`src/rtl/ct_mmu_sram_pkg.sv`:
```
// Shared types and sizing for the MMU SRAM request controller.
// Holds the controller FSM encoding and default geometry of the SRAM array.
package ct_mmu_sram_pkg;

  localparam int ADDR_WIDTH_DEF = 8;
  localparam int DATA_WIDTH_DEF = 196;
  localparam int DEPTH          = 1 << ADDR_WIDTH_DEF;

  typedef enum logic [1:0] {
    ST_WAIT = 2'd0,
    ST_INIT = 2'd1,
    ST_IDLE = 2'd2,
    ST_INV  = 2'd3
  } ctrl_state_e;

endpackage

```
`src/rtl/ct_mmu_sram_rsp_hold.sv`:
```
// Read response valid/hold: first response cycle forwards sram_q, a stalled response is held.
// Latency 1 from accepted read; rsp_vld stays high with stable data until rsp_rdy.
module ct_mmu_sram_rsp_hold
  import ct_mmu_sram_pkg::*;
#(
  parameter int DATA_WIDTH = DATA_WIDTH_DEF
) (
  input  logic                  clk_i,
  input  logic                  rst_n_i,
  input  logic                  rd_fire_i,
  input  logic                  rsp_rdy_i,
  input  logic [DATA_WIDTH-1:0] sram_q_i,
  output logic                  rsp_vld_o,
  output logic [DATA_WIDTH-1:0] rsp_rdata_o
);

  logic                  vld_q, vld_d;
  logic                  first_q, first_d;
  logic [DATA_WIDTH-1:0] hold_q, hold_d;

  always_comb begin
    vld_d   = rd_fire_i | (vld_q & ~rsp_rdy_i);
    first_d = rd_fire_i;
    hold_d  = hold_q;
    // sram_q is only trusted in the cycle right after the read; snapshot it if stalled
    if (vld_q && first_q && !rsp_rdy_i) begin
      hold_d = sram_q_i;
    end
  end

  always_ff @(posedge clk_i or negedge rst_n_i) begin
    if (!rst_n_i) begin
      vld_q   <= 1'b0;
      first_q <= 1'b0;
      hold_q  <= '0;
    end else begin
      vld_q   <= vld_d;
      first_q <= first_d;
      hold_q  <= hold_d;
    end
  end

  assign rsp_vld_o   = vld_q;
  assign rsp_rdata_o = !vld_q ? '0 : (first_q ? sram_q_i : hold_q);

endmodule

```
`src/rtl/ct_mmu_sram_req_ctrl.sv`:
```
// MMU SRAM request controller: zero-fill sweep after reset and on inv_all, then single-port rd/wr.
// Reads return one cycle after acceptance; reads stall while a response is held, writes never do.
module ct_mmu_sram_req_ctrl
  import ct_mmu_sram_pkg::*;
#(
  parameter int ADDR_WIDTH = ADDR_WIDTH_DEF,
  parameter int DATA_WIDTH = DATA_WIDTH_DEF
) (
  input  logic                  forever_cpuclk,
  input  logic                  cpurst_b,
  input  logic                  req_vld,
  output logic                  req_rdy,
  input  logic                  req_wr,
  input  logic [ADDR_WIDTH-1:0] req_addr,
  input  logic [DATA_WIDTH-1:0] req_wdata,
  input  logic [DATA_WIDTH-1:0] req_wmask,
  output logic                  rsp_vld,
  input  logic                  rsp_rdy,
  output logic [DATA_WIDTH-1:0] rsp_rdata,
  input  logic                  inv_all,
  output logic                  inv_done,
  output logic                  busy,
  output logic                  sram_cen,
  output logic                  sram_gwen,
  output logic [DATA_WIDTH-1:0] sram_wen,
  output logic [ADDR_WIDTH-1:0] sram_a,
  output logic [DATA_WIDTH-1:0] sram_d,
  input  logic [DATA_WIDTH-1:0] sram_q
);

  ctrl_state_e           state_q, state_d;
  logic [ADDR_WIDTH-1:0] cnt_q, cnt_d;
  logic                  inv_done_q, inv_done_d;
  logic                  sweep;
  logic                  rd_fire;
  logic                  wr_fire;

  assign sweep = (state_q == ST_INIT) || (state_q == ST_INV);

  always_comb begin
    state_d    = state_q;
    cnt_d      = cnt_q;
    inv_done_d = 1'b0;
    case (state_q)
      ST_WAIT: state_d = ST_INIT;
      ST_INIT, ST_INV: begin
        // counter wraps back to zero on the last entry, ready for the next sweep
        cnt_d = cnt_q + 1'b1;
        if (&cnt_q) begin
          state_d    = ST_IDLE;
          inv_done_d = (state_q == ST_INV);
        end
      end
      ST_IDLE: if (inv_all) state_d = ST_INV;
      default: state_d = ST_WAIT;
    endcase
  end

  always_ff @(posedge forever_cpuclk or negedge cpurst_b) begin
    if (!cpurst_b) begin
      state_q    <= ST_WAIT;
      cnt_q      <= '0;
      inv_done_q <= 1'b0;
    end else begin
      state_q    <= state_d;
      cnt_q      <= cnt_d;
      inv_done_q <= inv_done_d;
    end
  end

  assign req_rdy = (state_q == ST_IDLE) && !inv_all && (req_wr || !rsp_vld || rsp_rdy);
  assign rd_fire = req_vld && req_rdy && !req_wr;
  assign wr_fire = req_vld && req_rdy && req_wr;

  always_comb begin
    sram_cen  = 1'b1;
    sram_gwen = 1'b1;
    sram_wen  = '1;
    sram_a    = '0;
    sram_d    = '0;
    if (sweep) begin
      sram_cen  = 1'b0;
      sram_gwen = 1'b0;
      sram_wen  = '0;
      sram_a    = cnt_q;
    end else if (wr_fire) begin
      sram_cen  = 1'b0;
      sram_gwen = 1'b0;
      sram_wen  = ~req_wmask;
      sram_a    = req_addr;
      sram_d    = req_wdata;
    end else if (rd_fire) begin
      sram_cen  = 1'b0;
      sram_a    = req_addr;
    end
  end

  assign busy     = (state_q != ST_IDLE);
  assign inv_done = inv_done_q;

  ct_mmu_sram_rsp_hold #(
    .DATA_WIDTH (DATA_WIDTH)
  ) u_rsp_hold (
    .clk_i       (forever_cpuclk),
    .rst_n_i     (cpurst_b),
    .rd_fire_i   (rd_fire),
    .rsp_rdy_i   (rsp_rdy),
    .sram_q_i    (sram_q),
    .rsp_vld_o   (rsp_vld),
    .rsp_rdata_o (rsp_rdata)
  );

endmodule

```
`config.mk`:
```
export PLATFORM = sky130hd
export DESIGN_NAME = ct_mmu_sram_req_ctrl
export DESIGN_NICKNAME = d
export VERILOG_FILES = /design/src/rtl/ct_mmu_sram_pkg.sv /design/src/rtl/ct_mmu_sram_rsp_hold.sv /design/src/rtl/ct_mmu_sram_req_ctrl.sv
export SDC_FILE = /design/constraint.sdc
export NUM_CORES = 1
export LEC_CHECK = 0
export CAP_MARGIN = 20
export CELL_PAD_IN_SITES_DETAIL_PLACEMENT = 1
export CELL_PAD_IN_SITES_GLOBAL_PLACEMENT = 1
export CORE_AREA = 2 2 466 468
export DETAILED_ROUTE_END_ITERATION = 8
export DIE_AREA = 0 0 468 470
export PLACE_DENSITY = 0.3
export SYNTH_ARGS = -nofsm -noshare
export SYNTH_HDL_FRONTEND = slang
export SYNTH_SLANG_ARGS = --single-unit
```
`constraint.sdc`:
```
create_clock -name forever_cpuclk -period 4.4 [get_ports forever_cpuclk]
set_input_delay 0.88 -clock forever_cpuclk [delete_from_list [all_inputs] [get_ports forever_cpuclk]]
set_output_delay 0.88 -clock forever_cpuclk [all_outputs]
set_load 0.01 [all_outputs]
```
==> key figures, run 1 <==
Pwr
  – Combinational power share: 13.7%
  – Tot Pwr: 5.65 mW
  – Sw Ratio: 26.7%
  – P_sw: 1.51 mW
  – P_int: 4.14 mW
  – Clock power frac: 52.2%
  – Maximum VDD drop: 0.214 mV
  – P per Cell Area: 184 nW/um^2
  – P_leak: 11.0 nW
  – Sequential power share: 34.1%

Yosys
  – Post-synth EDFFs: 0
  – Yosys cell types: 29
  – Cells after Synth: 1366
  – Synth top area share: 37.4%
  – Syn nets: 1969
  – Avg Inst Size Synth: 10.2 um^2
  – Mapped Area: 14000 um^2
  – Synth Register Bits: 209
  – Sequential element share of the synthesized area: 37.4%
  – Most used DFF post-synth: dfrtp_1
  – Ranking of synthesized cells by area: dfrtp_1 (37%), mux2_2 (16%), mux2i_1 (14%)
  – Yosys Warn Count: 0
  – Async set-reset flop share out of synthesis: 100%
  – Area leader, netlist: dfrtp_1

Placement
  – Routability cong.: 0.883
  – Final HPWL DP: 135 mm
  – Dpl cells: 5350
  – Number of I/O port buffers: 1203
  – DP Area: 29500 um^2

STA
  – Final period utilization: 95.5%
  – Relative slew slack: 42.8%
  – Final Hold Fails: 0
  – Setup Skew: 0.0243 ns
  – # setup viols final: 0
  – RSZ-0062 raised after global routing: no
  – Measured slew at the worst slew-check pin: 0.858 ns
  – Period minus WS final: 4.20 ns
  – Max-slew violations: 0
  – Setup TNS: 0 ns
  – Highest clock rate: 238 MHz

Routing
  – First DRT Iteration DRCs: 452
  – Final WL: 157 mm
  – DR WL/cell: 28.9 um
  – Vias after detailed routing: 15811
  – DRT antenna net count: 0
  – Via/cell ratio: 2.91
  – First-pass DRT Iterations: 4
  – DR DRC count: 0

Clock tree
  – Hold buffers post-CTS: 0
  – Max clock buf depth: 3
  – CTS resizes: 0
  – CTS Sinks: 209
  – Clock slew at reported path FFs: 0.05 ns
  – Clk_lat worst skew: 0.59 ns
  – Clk root buf: clkbuf_16
  – H-tree levels: 2
  – CTS tree: built
  – Postcts setup bufs: 0
  – Num CTS Buffers: 37

Global routing
  – Grt ovf: 0
  – Met3 Use GR: 7.78%
  – Vias in the first global route: 17184
  – Global-route wire length before repair: 196 mm
  – Busiest grt layer: met2
  – Initial antenna violation count: 118
  – Largest net degree at the start of global routing: 109
  – Met2 Use GR: 26.3%
  – GR Util met1: 12.2%
  – Gr usage total: 13.7%

Layout
  – Share of cells above drive strength 1: 12.7%
  – Final Core Density: 14.3%
  – Post-route design area: 30800 um^2
  – Fillers: 24946
  – Total Nets Final: 3138
  – Area Growth Syn to Fin: 120%
  – Post-route insts no fill: 5442

Floorplan
  – Die width: 468 um
  – Core Footprint: 216000 um^2
  – Ports: 1204
  – Die ar.: 220000 um^2
  – Rows: 171
  – Starting Density: 6.49%
  – Die Span Y: 470 um

Critical path
  – Worst setup SP type: input port
  – WS Path Type: in -> out
  – Worst setup EP type: output port
  – WP data arrival: 3.32 ns
  – Most used cell, CP: clkdlybuf4s50_1
  – Slowest CP cell: clkdlybuf4s50_1
  – Worst-path fanout max: 32
  – Worst-path cell chain: clkdlybuf4s50_1 > nor3b_4 > and3_4 > buf_12 > buf_4 > and2_1 > clkdlybuf4s50_1
  – CP required: 3.52 ns
  – Crit-path max cell delay: 0.65 ns

Job
  – Max Cap Viol: 0

Min path
  – HP Class: in -> async

Outcome
  – Status: completed
-- final timing paths --
kind,startpoint,to,slack (ns),depth (start not counted)
max,inv_all,sram_d[182],0.20,7
min,cpurst_b,u_rsp_hold.hold_q[77],0.29,1
max reg2reg,u_rsp_hold.rsp_vld_o,u_rsp_hold.hold_q[115],1.86,5
min reg2reg,u_rsp_hold.hold_q[114],u_rsp_hold.hold_q[114],0.50,1
max in group asynchronous,cpurst_b,u_rsp_hold.hold_q[130],3.19,2
min in group forever_cpuclk,u_rsp_hold.hold_q[114],u_rsp_hold.hold_q[114],0.50,1
-- Yosys cell counts, types with 2 or more instances --
cell      number
mux2i_1      196
a21oi_1      196
buf_2         45
nand4_1        5
buf_6         29
buf_4         11
nor2_1         5
nand2_1        2
and2_1       197
xor2_1         2
buf_8          2
mux2_2       197
buf_1          2
dfrtp_1      209
nand2b_1       2
xnor2_1        5
a22o_1         8
nand3_1        2
nor2b_1      197
clkbuf_1      45
-- placed cells by master, fill, tap and decap left out, types with 3 or more instances in the layout --
cell type        instances
clkdlybuf4s50_1       1195
dfrtp_1                206
nor2b_1                197
and2_1                 197
mux2_2                 197
a21oi_1                196
mux2i_1                196
buf_4                   46
clkbuf_16               37
diode_2                 30
buf_12                  22
a22o_1                   8
clkbuf_1                 8
clkbuf_8                 7
nor2_1                   5
nand4_1                  5
xnor2_1                  5
clkinv_2                 3
dfrtp_4                  3
-- metal layers --
| layer | vias up | wire length (um) |
|---|---|---|
| li1 | 7057 | - |
| met1 | 7645 | 49300 |
| met2 | 773 | 83900 |
| met3 | 226 | 19500 |
| met4 | 110 | 3700 |
| met5 | - | 694 |
-- state kept, by name, summed over array words and instances (netlist names) --
register	cells
u_rsp_hold.rsp_vld_o	1
cnt_q	8
u_rsp_hold.hold_q	196
state_q	2
u_rsp_hold.first_q	1
inv_done	1
-- worst max-delay path: cells and delay by family --
family	cells	cell delay, ns
simple gates	3	0.72
buf+inv	4	1.71
-- final cells by class --
class                      count  area, um^2  share of cell area [%]
clock inverter                10         131                   0.427
antenna                       30        75.1                   0.244
tap                         2854        3570                    11.6
clock buffer                  52        1050                    3.42
multi-input combinational   1023        7930                    25.8
timing repair buffer        1264       12800                    41.5
sequential                   209        5240                    17.0
-- per-stage QoR --
step	worst slack, ns	hold WS [ns]
after CTS	0.167	0.292
after floorplan	1.69	0.464
final	0.199	0.288
after detailed placement	0.178	0.492
after global routing	0.115	0.306
after global placement	0.132	0.485
-- cells by family (layout without fill, tap and decap cells) --
group                    count (synthesis)  count (layout)  synth area share, %
buffers and inverters                  134            1326                 6.01
AND/OR/NAND/NOR                        415             415                 18.5
adder cells (fa/ha/maj)                  1               1               0.0894
AO/OA/AOI/OAI                          207             207                 7.67
XOR/XNOR                                 7               7                0.438
other                                    0              30                    0
flip-flops                             209             209                 37.4
multiplexers                           393             393                 29.9
-- power by group through the flow --
stage          clock network, mW  registers (mW)  logic, mW
2_1_floorplan                  0            1.96    0.00984
3_3_place_gp                   0            1.96      0.810
3_5_place_dp                   0            1.96      0.805
4_1_cts                     3.16            1.92      0.809
5_1_grt                     3.20            1.92      0.818
6_report                    2.95            1.92      0.776
No activity file was read; power rests on OpenSTA's default activity.
==> run 2, diff against run 1 <==
- CAP_MARGIN: 20 -> not set
==> results of run 2 <==
The final DEF is identical to that of run 1; final timing and power are the same.
==> run 3, diff against run 2 <==
- CTS_CLUSTER_DIAMETER: not set -> 30
==> key figures, run 3 (synthesis results as in run 1) <==
Layout
  – Post-route insts no fill: 5556
  – Most common cell after layout, fill and taps aside: clkdlybuf4s50_1
  – Area Growth Syn to Fin: 133%
  – Max reg flops: 196
  – Commonest non-fill, non-tap cells in the layout: clkdlybuf4s50_1 (1195), dfrtp_1 (206), nor2b_1 (197), and2_1 (197), mux2_2 (197)
  – Largest Register: u_rsp_hold.hold_q
  – Biggest regs: u_rsp_hold.hold_q: 196 flops, cnt_q: 8 flops, state_q: 2 flops
  – Total Nets Final: 3200
  – Share of cells above drive strength 1: 14.7%

STA
  – Period minus WS final: 4.20 ns
  – Setup TNS: 0 ns
  – Final period utilization: 95.5%
  – Highest clock rate: 238 MHz
  – Setup Skew: 0.0470 ns
  – # setup viols final: 0
  – Max-slew violations: 0
  – RSZ-0062 raised after global routing: no
  – Final Hold Fails: 0
  – Relative slew slack: 42.6%
  – Worst hold slack: 0.190 ns
  – Measured slew at the worst slew-check pin: 0.862 ns

Placement
  – Routability cong.: 0.883
  – Final HPWL DP: 135 mm
  – Dpl cells: 5350
  – Number of I/O port buffers: 1203

Floorplan
  – Core Footprint: 216000 um^2
  – Starting Density: 6.49%
  – Die Span Y: 470 um
  – Rows: 171
  – Die width: 468 um
  – Ports: 1204
  – Die ar.: 220000 um^2

Routing
  – Vias after detailed routing: 16286
  – First DRT Iteration DRCs: 455
  – Final WL: 158 mm
  – DRT antenna net count: 0
  – DR DRC count: 0
  – First-pass DRT Iterations: 4
  – Via/cell ratio: 2.93
  – DR WL/cell: 28.4 um

Global routing
  – Met3 Use GR: 8.37%
  – GR Util met1: 12.0%
  – Initial antenna violation count: 118
  – Vias in the first global route: 17869
  – Global-route wire length before repair: 197 mm
  – Largest net degree at the start of global routing: 109
  – Grt ovf: 0
  – Gr usage total: 13.9%
  – Busiest grt layer: met2
  – Met2 Use GR: 26.3%

Clock tree
  – Max clock buf depth: 3
  – CTS Sinks: 209
  – H-tree levels: 3
  – Clock slew at reported path FFs: 0.03 ns
  – Clk_lat worst skew: 0.72 ns
  – Clk root buf: clkbuf_16
  – Postcts setup bufs: 0
  – Num CTS Buffers: 99
  – CTS resizes: 0
  – CTS tree: built
  – Hold buffers post-CTS: 0

Job
  – Max Cap Viol: 0

Pwr
  – Sw Ratio: 24.2%
  – Maximum VDD drop: 0.251 mV
  – P_int: 6.77 mW
  – P_leak: 11.9 nW
  – P per Cell Area: 273 nW/um^2
  – Sequential power share: 21.6%
  – Clock power frac: 69.7%
  – P_sw: 2.16 mW
  – Combinational power share: 8.7%

Critical path
  – CP required: 3.52 ns
  – WP data arrival: 3.32 ns
  – Worst-path fanout max: 32
  – Worst setup SP type: input port
  – Worst setup EP type: output port
  – WS Path Type: in -> out

Min path
  – HP Class: in -> async

Outcome
  – Status: completed
## run 3: changes by cell type in the layout (fill, tap and decap cells not counted), moves of 2 or more
| cell | previous run | this run |
|---|---|---|
| clkinv_2 | 3 | 0 |
| clkinvlp_4 | 2 | 0 |
| clkbuf_1 | 8 | 56 |
| clkbuf_16 | 37 | 99 |
| clkinv_16 | 1 | 7 |
| clkinv_8 | 2 | 0 |
| clkbuf_8 | 7 | 14 |
## run 3: path summary, 6_finish.rpt
| kind | from | slack (ns) | depth (start not counted) | to |
|---|---|---|---|---|
| min in group forever_cpuclk | u_rsp_hold.hold_q[114] | 0.50 | 1 | u_rsp_hold.hold_q[114] |
| max | inv_all | 0.20 | 7 | sram_d[182] |
| min | cpurst_b | 0.19 | 1 | u_rsp_hold.hold_q[77] |
| max in group asynchronous | cpurst_b | 3.30 | 2 | u_rsp_hold.hold_q[150] |
| min reg2reg | u_rsp_hold.hold_q[114] | 0.50 | 1 | u_rsp_hold.hold_q[114] |
| max reg2reg | u_rsp_hold.rsp_vld_o | 1.79 | 5 | u_rsp_hold.hold_q[145] |
## run 3: area by class of cell
class	count	area, um^2
Clock buffer	169	2880
Antenna cell	30	75.1
Tap cell	2854	3570
Sequential cell	209	5240
Multi-Input combinational cell	1023	7930
Clock inverter	7	210
Fill cell	24863	183000
Timing Repair Buffer	1264	12800
## run 3: through the flow
stage / cell area, um^2 / power, mW / util, % / worst slack, ns
after floorplan: 14000 / 1.97 / - / 1.69
final: 32700 / 8.93 / 15.1 / 0.197
after CTS: 32600 / 9.21 / 15.1 / 0.0787
after global placement: 29500 / 2.77 / 13.7 / 0.132
after detailed placement: 29500 / 2.76 / 13.7 / 0.178
after global routing: 32600 / 9.33 / 15.1 / 0.0258
## run 3: routing by layer
layer / up-vias / share of wire [%]
met1: 7845 / 31
li1: 7218 / -
met2: 845 / 53
met4: 110 / 2.6
met3: 268 / 13
met5: - / 0.45
## run 3: worst max-delay path: stages
cell	delay, ns
clkdlybuf4s50_1	0.50
nor3b_4	0.28
and3_4	0.26
buf_12	0.19
buf_4	0.36
and2_1	0.18
clkdlybuf4s50_1	0.64
## run 3: power groups by stage
stage | Combinational (mW) | Sequential (mW) | Clock [mW]
floorplan | 0.00984 | 1.96 | 0
global placement | 0.810 | 1.96 | 0
detailed placement | 0.805 | 1.96 | 0
CTS | 0.809 | 1.93 | 6.47
global route | 0.818 | 1.93 | 6.58
finish | 0.777 | 1.93 | 6.22
